File: config.mk
export PLATFORM = sky130hd
export DESIGN_NAME = l1_sram_ctrl_flat
export DESIGN_NICKNAME = d
export VERILOG_FILES = /design/src/rtl/rv32i_types_pkg.sv /design/src/rtl/l1_sram_ctrl_if.sv /design/src/rtl/l1_sram_word_sel.sv /design/src/rtl/l1_sram_ctrl.sv /design/src/flat_wrapper.sv
export SDC_FILE = /design/constraint.sdc
export NUM_CORES = 1
export LEC_CHECK = 0
export ABC_AREA = 1
export CORE_MARGIN = 4
export CORE_UTILIZATION = 47
export CTS_CLUSTER_DIAMETER = 80
export CTS_CLUSTER_SIZE = 24
export DETAILED_ROUTE_END_ITERATION = 12
export PLACE_DENSITY = 0.8
export SYNTH_ARGS = -nofsm -noshare
export SYNTH_HDL_FRONTEND = slang
export SYNTH_HIERARCHICAL = 1
export SYNTH_SLANG_ARGS = --single-unit
export TNS_END_PERCENT = 5
File: constraint.sdc
create_clock -name CLK -period 8.1 [get_ports CLK]
set_input_delay 1.215 -clock CLK [delete_from_list [all_inputs] [get_ports CLK]]
set_output_delay 1.215 -clock CLK [all_outputs]
set_load 0.01 [all_outputs]
File: src/rtl/rv32i_types_pkg.sv
// Shared RV32I datapath types; also carries the L1 SRAM sequencer state encoding
// so the cache controller and the bench can decode it.
package rv32i_types_pkg;

  typedef logic [31:0] word_t;

  typedef enum logic [2:0] {
    IDLE     = 3'd0,
    WRITE    = 3'd1,
    READ     = 3'd2,
    READ_CAP = 3'd3,
    DONE     = 3'd4
  } l1_sram_ctrl_state_t;

endpackage

File: src/rtl/l1_sram_ctrl_if.sv
// Block request/response and SRAM-wrapper signals of the L1 SRAM sequencer.
// master: cache FSM plus SRAM wrapper side; slave: the sequencer.
interface l1_sram_ctrl_if #(
  parameter int N_FRAME_BITS = 1,
  parameter int N_SET_BITS   = 6,
  parameter int BLOCK_SIZE   = 2,
  parameter int N_BLOCK_BITS = 1
);
  import rv32i_types_pkg::*;

  logic                       req_valid;
  logic                       req_ready;
  logic                       req_write;
  logic [N_SET_BITS-1:0]      req_set;
  logic [N_FRAME_BITS-1:0]    req_frame;
  logic [BLOCK_SIZE-1:0]      req_wmask;
  logic [BLOCK_SIZE*32-1:0]   req_wdata;
  logic                       rsp_valid;
  logic [BLOCK_SIZE*32-1:0]   rsp_rdata;
  logic [N_SET_BITS-1:0]      sram_set_bits;
  logic [N_FRAME_BITS-1:0]    sram_frame_bits;
  logic                       sram_cs;
  logic                       sram_we;
  logic                       sram_oe;
  logic [N_BLOCK_BITS-1:0]    sram_word_num;
  word_t                      sram_wdata;
  logic [BLOCK_SIZE*32-1:0]   sram_rdata;
  logic                       sram_busy;

  modport master (
    output req_valid, req_write, req_set, req_frame, req_wmask, req_wdata,
           sram_rdata, sram_busy,
    input  req_ready, rsp_valid, rsp_rdata,
           sram_set_bits, sram_frame_bits, sram_cs, sram_we, sram_oe,
           sram_word_num, sram_wdata
  );

  modport slave (
    input  req_valid, req_write, req_set, req_frame, req_wmask, req_wdata,
           sram_rdata, sram_busy,
    output req_ready, rsp_valid, rsp_rdata,
           sram_set_bits, sram_frame_bits, sram_cs, sram_we, sram_oe,
           sram_word_num, sram_wdata
  );

endinterface

File: src/rtl/l1_sram_word_sel.sv
// Lowest-set-bit priority encoder over a block write mask; purely combinational.
module l1_sram_word_sel #(
  parameter int BLOCK_SIZE   = 2,
  parameter int N_BLOCK_BITS = 1
) (
  input  logic [BLOCK_SIZE-1:0]   mask,
  output logic [N_BLOCK_BITS-1:0] idx,
  output logic                    any
);

  always_comb begin
    idx = '0;
    any = 1'b0;
    // Scan downward so the lowest set bit is the last one to win.
    for (int i = BLOCK_SIZE - 1; i >= 0; i--) begin
      if (mask[i]) begin
        idx = N_BLOCK_BITS'(i);
        any = 1'b1;
      end
    end
  end

endmodule

File: src/rtl/l1_sram_ctrl.sv
// Sequences one block request into word-serial SRAM beats; k-word write responds in cycle k+1,
// read in cycle 3; sram_busy stretches the current beat, requests wait while req_ready is low.
module l1_sram_ctrl
  import rv32i_types_pkg::*;
#(
  parameter int ASSOC        = 1,
  parameter int N_FRAME_BITS = (ASSOC > 1) ? $clog2(ASSOC) : 1,
  parameter int N_SETS       = 512,
  parameter int N_SET_BITS   = 6,
  parameter int BLOCK_SIZE   = 2,
  parameter int N_BLOCK_BITS = (BLOCK_SIZE > 1) ? $clog2(BLOCK_SIZE) : 1
) (
  input logic           CLK,
  input logic           nRST,
  l1_sram_ctrl_if.slave bus
);

  l1_sram_ctrl_state_t        state;
  logic [N_SET_BITS-1:0]      set_q;
  logic [N_FRAME_BITS-1:0]    frame_q;
  logic [BLOCK_SIZE-1:0]      mask_q;
  word_t [BLOCK_SIZE-1:0]     wdata_q;
  logic [N_BLOCK_BITS-1:0]    idx_q;
  word_t                      wword_q;
  logic [BLOCK_SIZE*32-1:0]   rdata_q;
  logic                       ready_q;
  logic                       rsp_valid_q;
  logic                       cs_q;
  logic                       we_q;
  logic                       oe_q;

  word_t [BLOCK_SIZE-1:0]     req_words;
  logic [BLOCK_SIZE-1:0]      mask_rem;
  logic [BLOCK_SIZE-1:0]      sel_in;
  logic [N_BLOCK_BITS-1:0]    sel_idx;
  logic                       sel_any;

  assign req_words = bus.req_wdata;
  assign mask_rem  = mask_q & ~(BLOCK_SIZE'(1) << idx_q);
  // One encoder serves both the first index at accept and each following index.
  assign sel_in    = (state == IDLE) ? bus.req_wmask : mask_rem;

  l1_sram_word_sel #(
    .BLOCK_SIZE   (BLOCK_SIZE),
    .N_BLOCK_BITS (N_BLOCK_BITS)
  ) u_word_sel (
    .mask (sel_in),
    .idx  (sel_idx),
    .any  (sel_any)
  );

  always_ff @(posedge CLK, posedge nRST) begin
    if (nRST) begin
      state       <= IDLE;
      set_q       <= '0;
      frame_q     <= '0;
      mask_q      <= '0;
      wdata_q     <= '0;
      idx_q       <= '0;
      wword_q     <= '0;
      rdata_q     <= '0;
      ready_q     <= 1'b1;
      rsp_valid_q <= 1'b0;
      cs_q        <= 1'b0;
      we_q        <= 1'b0;
      oe_q        <= 1'b0;
    end else begin
      case (state)
        IDLE: begin
          if (bus.req_valid && ready_q) begin
            ready_q <= 1'b0;
            set_q   <= bus.req_set;
            frame_q <= bus.req_frame;
            mask_q  <= bus.req_wmask;
            wdata_q <= req_words;
            if (!bus.req_write) begin
              state <= READ;
              cs_q  <= 1'b1;
              oe_q  <= 1'b1;
              idx_q <= '0;
            end else if (sel_any) begin
              state   <= WRITE;
              cs_q    <= 1'b1;
              we_q    <= 1'b1;
              idx_q   <= sel_idx;
              wword_q <= req_words[sel_idx];
            end else begin
              state       <= DONE;
              rsp_valid_q <= 1'b1;
            end
          end
        end
        WRITE: begin
          if (!bus.sram_busy) begin
            mask_q <= mask_rem;
            if (sel_any) begin
              idx_q   <= sel_idx;
              wword_q <= wdata_q[sel_idx];
            end else begin
              state       <= DONE;
              cs_q        <= 1'b0;
              we_q        <= 1'b0;
              idx_q       <= '0;
              wword_q     <= '0;
              rsp_valid_q <= 1'b1;
            end
          end
        end
        READ: begin
          if (!bus.sram_busy) begin
            state <= READ_CAP;
            cs_q  <= 1'b0;
            oe_q  <= 1'b0;
          end
        end
        READ_CAP: begin
          rdata_q     <= bus.sram_rdata;
          state       <= DONE;
          rsp_valid_q <= 1'b1;
        end
        DONE: begin
          state       <= IDLE;
          rsp_valid_q <= 1'b0;
          ready_q     <= 1'b1;
          set_q       <= '0;
          frame_q     <= '0;
        end
        default: state <= IDLE;
      endcase
    end
  end

  assign bus.req_ready       = ready_q;
  assign bus.rsp_valid       = rsp_valid_q;
  assign bus.rsp_rdata       = rdata_q;
  assign bus.sram_set_bits   = set_q;
  assign bus.sram_frame_bits = frame_q;
  assign bus.sram_cs         = cs_q;
  assign bus.sram_we         = we_q;
  assign bus.sram_oe         = oe_q;
  assign bus.sram_word_num   = idx_q;
  assign bus.sram_wdata      = wword_q;

  a_we_oe_excl: assert property (@(posedge CLK) disable iff (nRST) !(we_q && oe_q));
  a_set_range:  assert property (@(posedge CLK) disable iff (nRST)
                                 (state == IDLE) || (32'(set_q) < N_SETS));

endmodule

File: src/flat_wrapper.sv
// flat-port wrapper written by rule: the top's interface ports become plain ports
module l1_sram_ctrl_flat import rv32i_types_pkg::*;
#(
  parameter int ASSOC        = 1,
  parameter int N_FRAME_BITS = (ASSOC > 1) ? $clog2(ASSOC) : 1,
  parameter int N_SETS       = 512,
  parameter int N_SET_BITS   = 6,
  parameter int BLOCK_SIZE   = 2,
  parameter int N_BLOCK_BITS = (BLOCK_SIZE > 1) ? $clog2(BLOCK_SIZE) : 1
)
  (CLK, nRST, bus_req_valid, bus_req_write, bus_req_set, bus_req_frame, bus_req_wmask, bus_req_wdata, bus_sram_rdata, bus_sram_busy, bus_req_ready, bus_rsp_valid, bus_rsp_rdata, bus_sram_set_bits, bus_sram_frame_bits, bus_sram_cs, bus_sram_we, bus_sram_oe, bus_sram_word_num, bus_sram_wdata);
  l1_sram_ctrl_if #(.N_FRAME_BITS(N_FRAME_BITS), .N_SET_BITS(N_SET_BITS), .BLOCK_SIZE(BLOCK_SIZE), .N_BLOCK_BITS(N_BLOCK_BITS)) bus_i ();
  input logic CLK;
  input logic nRST;
  input wire logic [$bits(bus_i.req_valid)-1:0] bus_req_valid;
  input wire logic [$bits(bus_i.req_write)-1:0] bus_req_write;
  input wire logic [$bits(bus_i.req_set)-1:0] bus_req_set;
  input wire logic [$bits(bus_i.req_frame)-1:0] bus_req_frame;
  input wire logic [$bits(bus_i.req_wmask)-1:0] bus_req_wmask;
  input wire logic [$bits(bus_i.req_wdata)-1:0] bus_req_wdata;
  input wire logic [$bits(bus_i.sram_rdata)-1:0] bus_sram_rdata;
  input wire logic [$bits(bus_i.sram_busy)-1:0] bus_sram_busy;
  output wire logic [$bits(bus_i.req_ready)-1:0] bus_req_ready;
  output wire logic [$bits(bus_i.rsp_valid)-1:0] bus_rsp_valid;
  output wire logic [$bits(bus_i.rsp_rdata)-1:0] bus_rsp_rdata;
  output wire logic [$bits(bus_i.sram_set_bits)-1:0] bus_sram_set_bits;
  output wire logic [$bits(bus_i.sram_frame_bits)-1:0] bus_sram_frame_bits;
  output wire logic [$bits(bus_i.sram_cs)-1:0] bus_sram_cs;
  output wire logic [$bits(bus_i.sram_we)-1:0] bus_sram_we;
  output wire logic [$bits(bus_i.sram_oe)-1:0] bus_sram_oe;
  output wire logic [$bits(bus_i.sram_word_num)-1:0] bus_sram_word_num;
  output wire logic [$bits(bus_i.sram_wdata)-1:0] bus_sram_wdata;
  assign bus_i.req_valid = bus_req_valid;
  assign bus_i.req_write = bus_req_write;
  assign bus_i.req_set = bus_req_set;
  assign bus_i.req_frame = bus_req_frame;
  assign bus_i.req_wmask = bus_req_wmask;
  assign bus_i.req_wdata = bus_req_wdata;
  assign bus_i.sram_rdata = bus_sram_rdata;
  assign bus_i.sram_busy = bus_sram_busy;
  assign bus_req_ready = bus_i.req_ready;
  assign bus_rsp_valid = bus_i.rsp_valid;
  assign bus_rsp_rdata = bus_i.rsp_rdata;
  assign bus_sram_set_bits = bus_i.sram_set_bits;
  assign bus_sram_frame_bits = bus_i.sram_frame_bits;
  assign bus_sram_cs = bus_i.sram_cs;
  assign bus_sram_we = bus_i.sram_we;
  assign bus_sram_oe = bus_i.sram_oe;
  assign bus_sram_word_num = bus_i.sram_word_num;
  assign bus_sram_wdata = bus_i.sram_wdata;
  l1_sram_ctrl #(.ASSOC(ASSOC), .N_FRAME_BITS(N_FRAME_BITS), .N_SETS(N_SETS), .N_SET_BITS(N_SET_BITS), .BLOCK_SIZE(BLOCK_SIZE), .N_BLOCK_BITS(N_BLOCK_BITS)) u_core (.CLK(CLK), .nRST(nRST), .bus(bus_i));
endmodule
==> impl_metrics.csv <==
group,metric,value,unit
timing,timing_worst_slew_pin_value,1.21,ns
timing,shortest_period_the_worst_path_allows,3.83,ns
worst_setup_path,cp.arrival,4.13,ns
synthesis,synth_cell_type_count,22,
final_layout,regArea,4460,µm²
timing,max_slew_vio_count,0,
cts,cts-buffers-inserted,17,
power_and_ir_drop,power_per_cell_area,393,nW/µm²
global_route,grt_start_max_net_pins,104,
drt,first_iter_violations,826,
place,io_buffer_count,250,
timing,rsz_0062_raised_after_global_routing,"no",
timing,timing.max_slew.rel_slack,0.195,
cts,cts_hold_repair.buffers,0,
die,fp.dieArea,19600,µm²
cts,cts_repair_resize_count,0,
drt,postRouteWirelength,23.0,mm
synthesis,gate_count_of_the_mapped_netlist,964,
final_layout,fillCellCount,1365,
worst_setup_path,path_max_fanout,35,
worst_setup_path,timing.critical_path.slowest_stage_cell,"a21oi_4",
cts,cts-htree-levels,4,
die,die_h,140,µm
global_route,number_of_antenna_violations_at_the_first_check_in_global_routing,1,
cts,clock_latency,0.43,ns
global_route,grt_pass1_vias,6884,
drt,wl_per_cell,16.2,µm
place,routabilityCongestion,0.794,
synthesis,asyncSetResetFlopFracSynth,1.00,
timing,hold_viol,0,
synthesis,syn_nets,1106,
synthesis,synth_warnings,6,
cts,cts_setup_buffers,0,
final_layout,post-route-util,0.675,
worst_setup_path,timing.critical_path.mode_cell,"nand2_1",
timing,hold-worst-slack,0.467,ns
hold_path,holdCritPathClass,"flip-flop to flip-flop",
drt,vias,7200,
worst_setup_path,crit_path_cell_trace,"clkdlybuf4s50_1, nand2_1, o21ai_0, inv_1, nand2_1, nand2_1, nand2_1, nor2_1, a21oi_4, nand2_2, nand2_1, nand2_1",
synthesis,synth.area.top_cells,"dfrtp_1, nand2_1, mux2_2, nand3_1, o21ai_0",
timing,report.final.setup_viol,0,
synthesis,avgSynthCellArea,8.48,µm²
power_and_ir_drop,p_int,2.75,mW
power_and_ir_drop,power.leakage,5.49,nW
die,die_w,140,µm
synthesis,synth.cells.most_frequent,"nand2_1, dfrtp_1, nand3_1",
die,initial_utilization,0.486,
power_and_ir_drop,power_switching,1.71,mW
final_layout,area_occupied_by_multi_input_gates,3290,µm²
synthesis,synthDominantCellAreaShare,0.542,
timing,layout_worst_path_cycle_share,0.472,
power_and_ir_drop,sequentialPowerShare,0.343,
final_layout,flow.area_growth_from_synthesis,38.8,%
synthesis,synth_edf_count,0,
timing,setup-tns-final,0,ns
synthesis,post-synth-top-count-cell,"nand2_1",
synthesis,post_synth_instance_area,8180,µm²
cts,cts.clk_slew.worst_paths,0.06,ns
final_layout,drive_gt1_frac,0.0972,
die,design.core.area,16800,µm²
drt,drc,0,
run,maxCapViolations,0,
die,count_of_boundary_i_o_pins,251,
global_route,grt_util_all_layers,0.235,
place,detailed_place_hpwl,15.7,mm
synthesis,ys_seq_elements,178,
die,placement_rows,47,
cts,tritoncts_sinks,178,
timing,timing.final.ws_setup,4.27,ns
worst_setup_path,critPathCaptureType,"flip-flop",
drt,viasPerCell,5.09,
drt,firstDrtPassIters,6,
worst_setup_path,cp_data_required_time,8.41,ns
worst_setup_path,critical_path.max_stage_delay,0.79,ns
timing,max_clock_freq,261,MHz
cts,cts-root-buf,"clkbuf_16",
synthesis,post-synth-top-area-cell,"dfrtp_1",
global_route,grt_pass1_wl,36.8,mm
power_and_ir_drop,sw_frac_of_total,0.384,
synthesis,postSynth.topFlopCell,"dfrtp_1",
power_and_ir_drop,comb_power_share,0.473,
outcome,status,"finished clean",
timing,finClkSkew,0.0122,ns
drt,route.antenna.remaining_nets,0,
synthesis,sequential_area_share_after_synthesis,0.545,
power_and_ir_drop,clkPwrFrac,0.184,
worst_setup_path,path_class,"input pin to flip-flop",
cts,cts.path.max_buffers,2,
place,detailedPlace.worstSlack,3.83,ns
global_route,global_route_total_overflow,0,
worst_setup_path,category_of_the_worst_setup_path_launch_point,"input pin",
cts,cts_tree,"yes",
final_layout,fin_nets,1323,
power_and_ir_drop,vdd.ir_drop.worst,227,µV
## cells by family after synthesis
kind of cell    synth area share
compound gates            0.0485
flops                      0.545
simple gates               0.263
mux                       0.0881
buf+inv                   0.0555
## flip-flops by register name, indices dropped and copies added, names as in the netlist
signal                      cells
u_core/state                    3
u_core/mask_q                   2
u_core/wdata_q                 64
u_core/bus.req_ready            1
u_core/bus.sram_oe              1
u_core/bus.sram_word_num        1
u_core/bus.sram_cs              1
u_core/bus.sram_wdata          32
u_core/bus.rsp_rdata           64
u_core/bus.sram_frame_bits      1
u_core/bus.rsp_valid            1
u_core/bus.sram_set_bits        6
u_core/bus.sram_we              1
## power by group through the flow
stage | Clock [mW] | Combinational (mW) | Sequential [mW]
6_report | 0.820 | 2.11 | 1.53
5_1_grt | 0.876 | 2.35 | 1.58
4_1_cts | 0.837 | 2.12 | 1.53
3_5_place_dp | 0 | 2.12 | 1.54
3_3_place_gp | 0 | 2.06 | 1.53
2_1_floorplan | 0 | 1.11 | 1.63
## final timing paths
path                       slack [ns]                       end               start  cells after the start
min reg2reg                      0.47        u_core/bus.sram_cs  u_core/bus.sram_cs                      2
min in group asynchronous        1.36  u_core/bus.rsp_rdata[61]                nRST                      2
max reg2reg                      4.53  u_core/bus.sram_wdata[9]     u_core/state[1]                     13
max in group asynchronous        5.21  u_core/bus.rsp_rdata[37]                nRST                      3
min                              0.47        u_core/bus.sram_cs  u_core/bus.sram_cs                      2
max                              4.27  u_core/bus.sram_wdata[9]    bus_req_wmask[0]                     12
## metrics by stage
stage	area, µm²	total power [mW]	cells
after floorplan	8180	2.74	964
after global placement	10800	3.59	1382
after detailed placement	10800	3.66	1382
after CTS	11300	4.49	1414
after global routing	11400	4.80	1415
final	11400	4.46	1415
## layout by cell type, fill, tap and decap left out, drive strengths merged, types with 5 or more instances in the layout
| cell | n |
|---|---|
| clkbuf | 18 |
| o21ai | 72 |
| nor2 | 10 |
| clkinv | 7 |
| dfrtp | 177 |
| inv | 52 |
| clkdlybuf4s50 | 250 |
| nand2 | 444 |
| nand3 | 82 |
| mux2 | 64 |
| a21oi | 5 |
| buf | 6 |
## layout make-up
cell class                      instances  share of cell area
Antenna cell                            1            0.000220
Clock buffer                           18              0.0387
Clock inverter                         14              0.0136
Inverter                               49              0.0166
Multi-Input combinational cell        679               0.290
Sequential cell                       178               0.393
Tap cell                              220              0.0243
Timing Repair Buffer                  256               0.224
## worst max-delay path: cells and delay by family
kind / cells / cell delay [ns]
AO/OA/AOI/OAI: 2 / 0.96
AND/OR/NAND/NOR: 8 / 1.39
buffers and inverters: 2 / 0.55
## metal layers
metal | wire (µm) | track usage | vias up
li1 | - | - | 3487
met1 | 9300 | 0.305 | 3397
met2 | 11700 | 0.397 | 279
met3 | 1460 | 0.0423 | 37
met4 | 539 | 0.0847 | 0
met5 | 0 | 0 | -
Power figures use the tool's default switching activity.
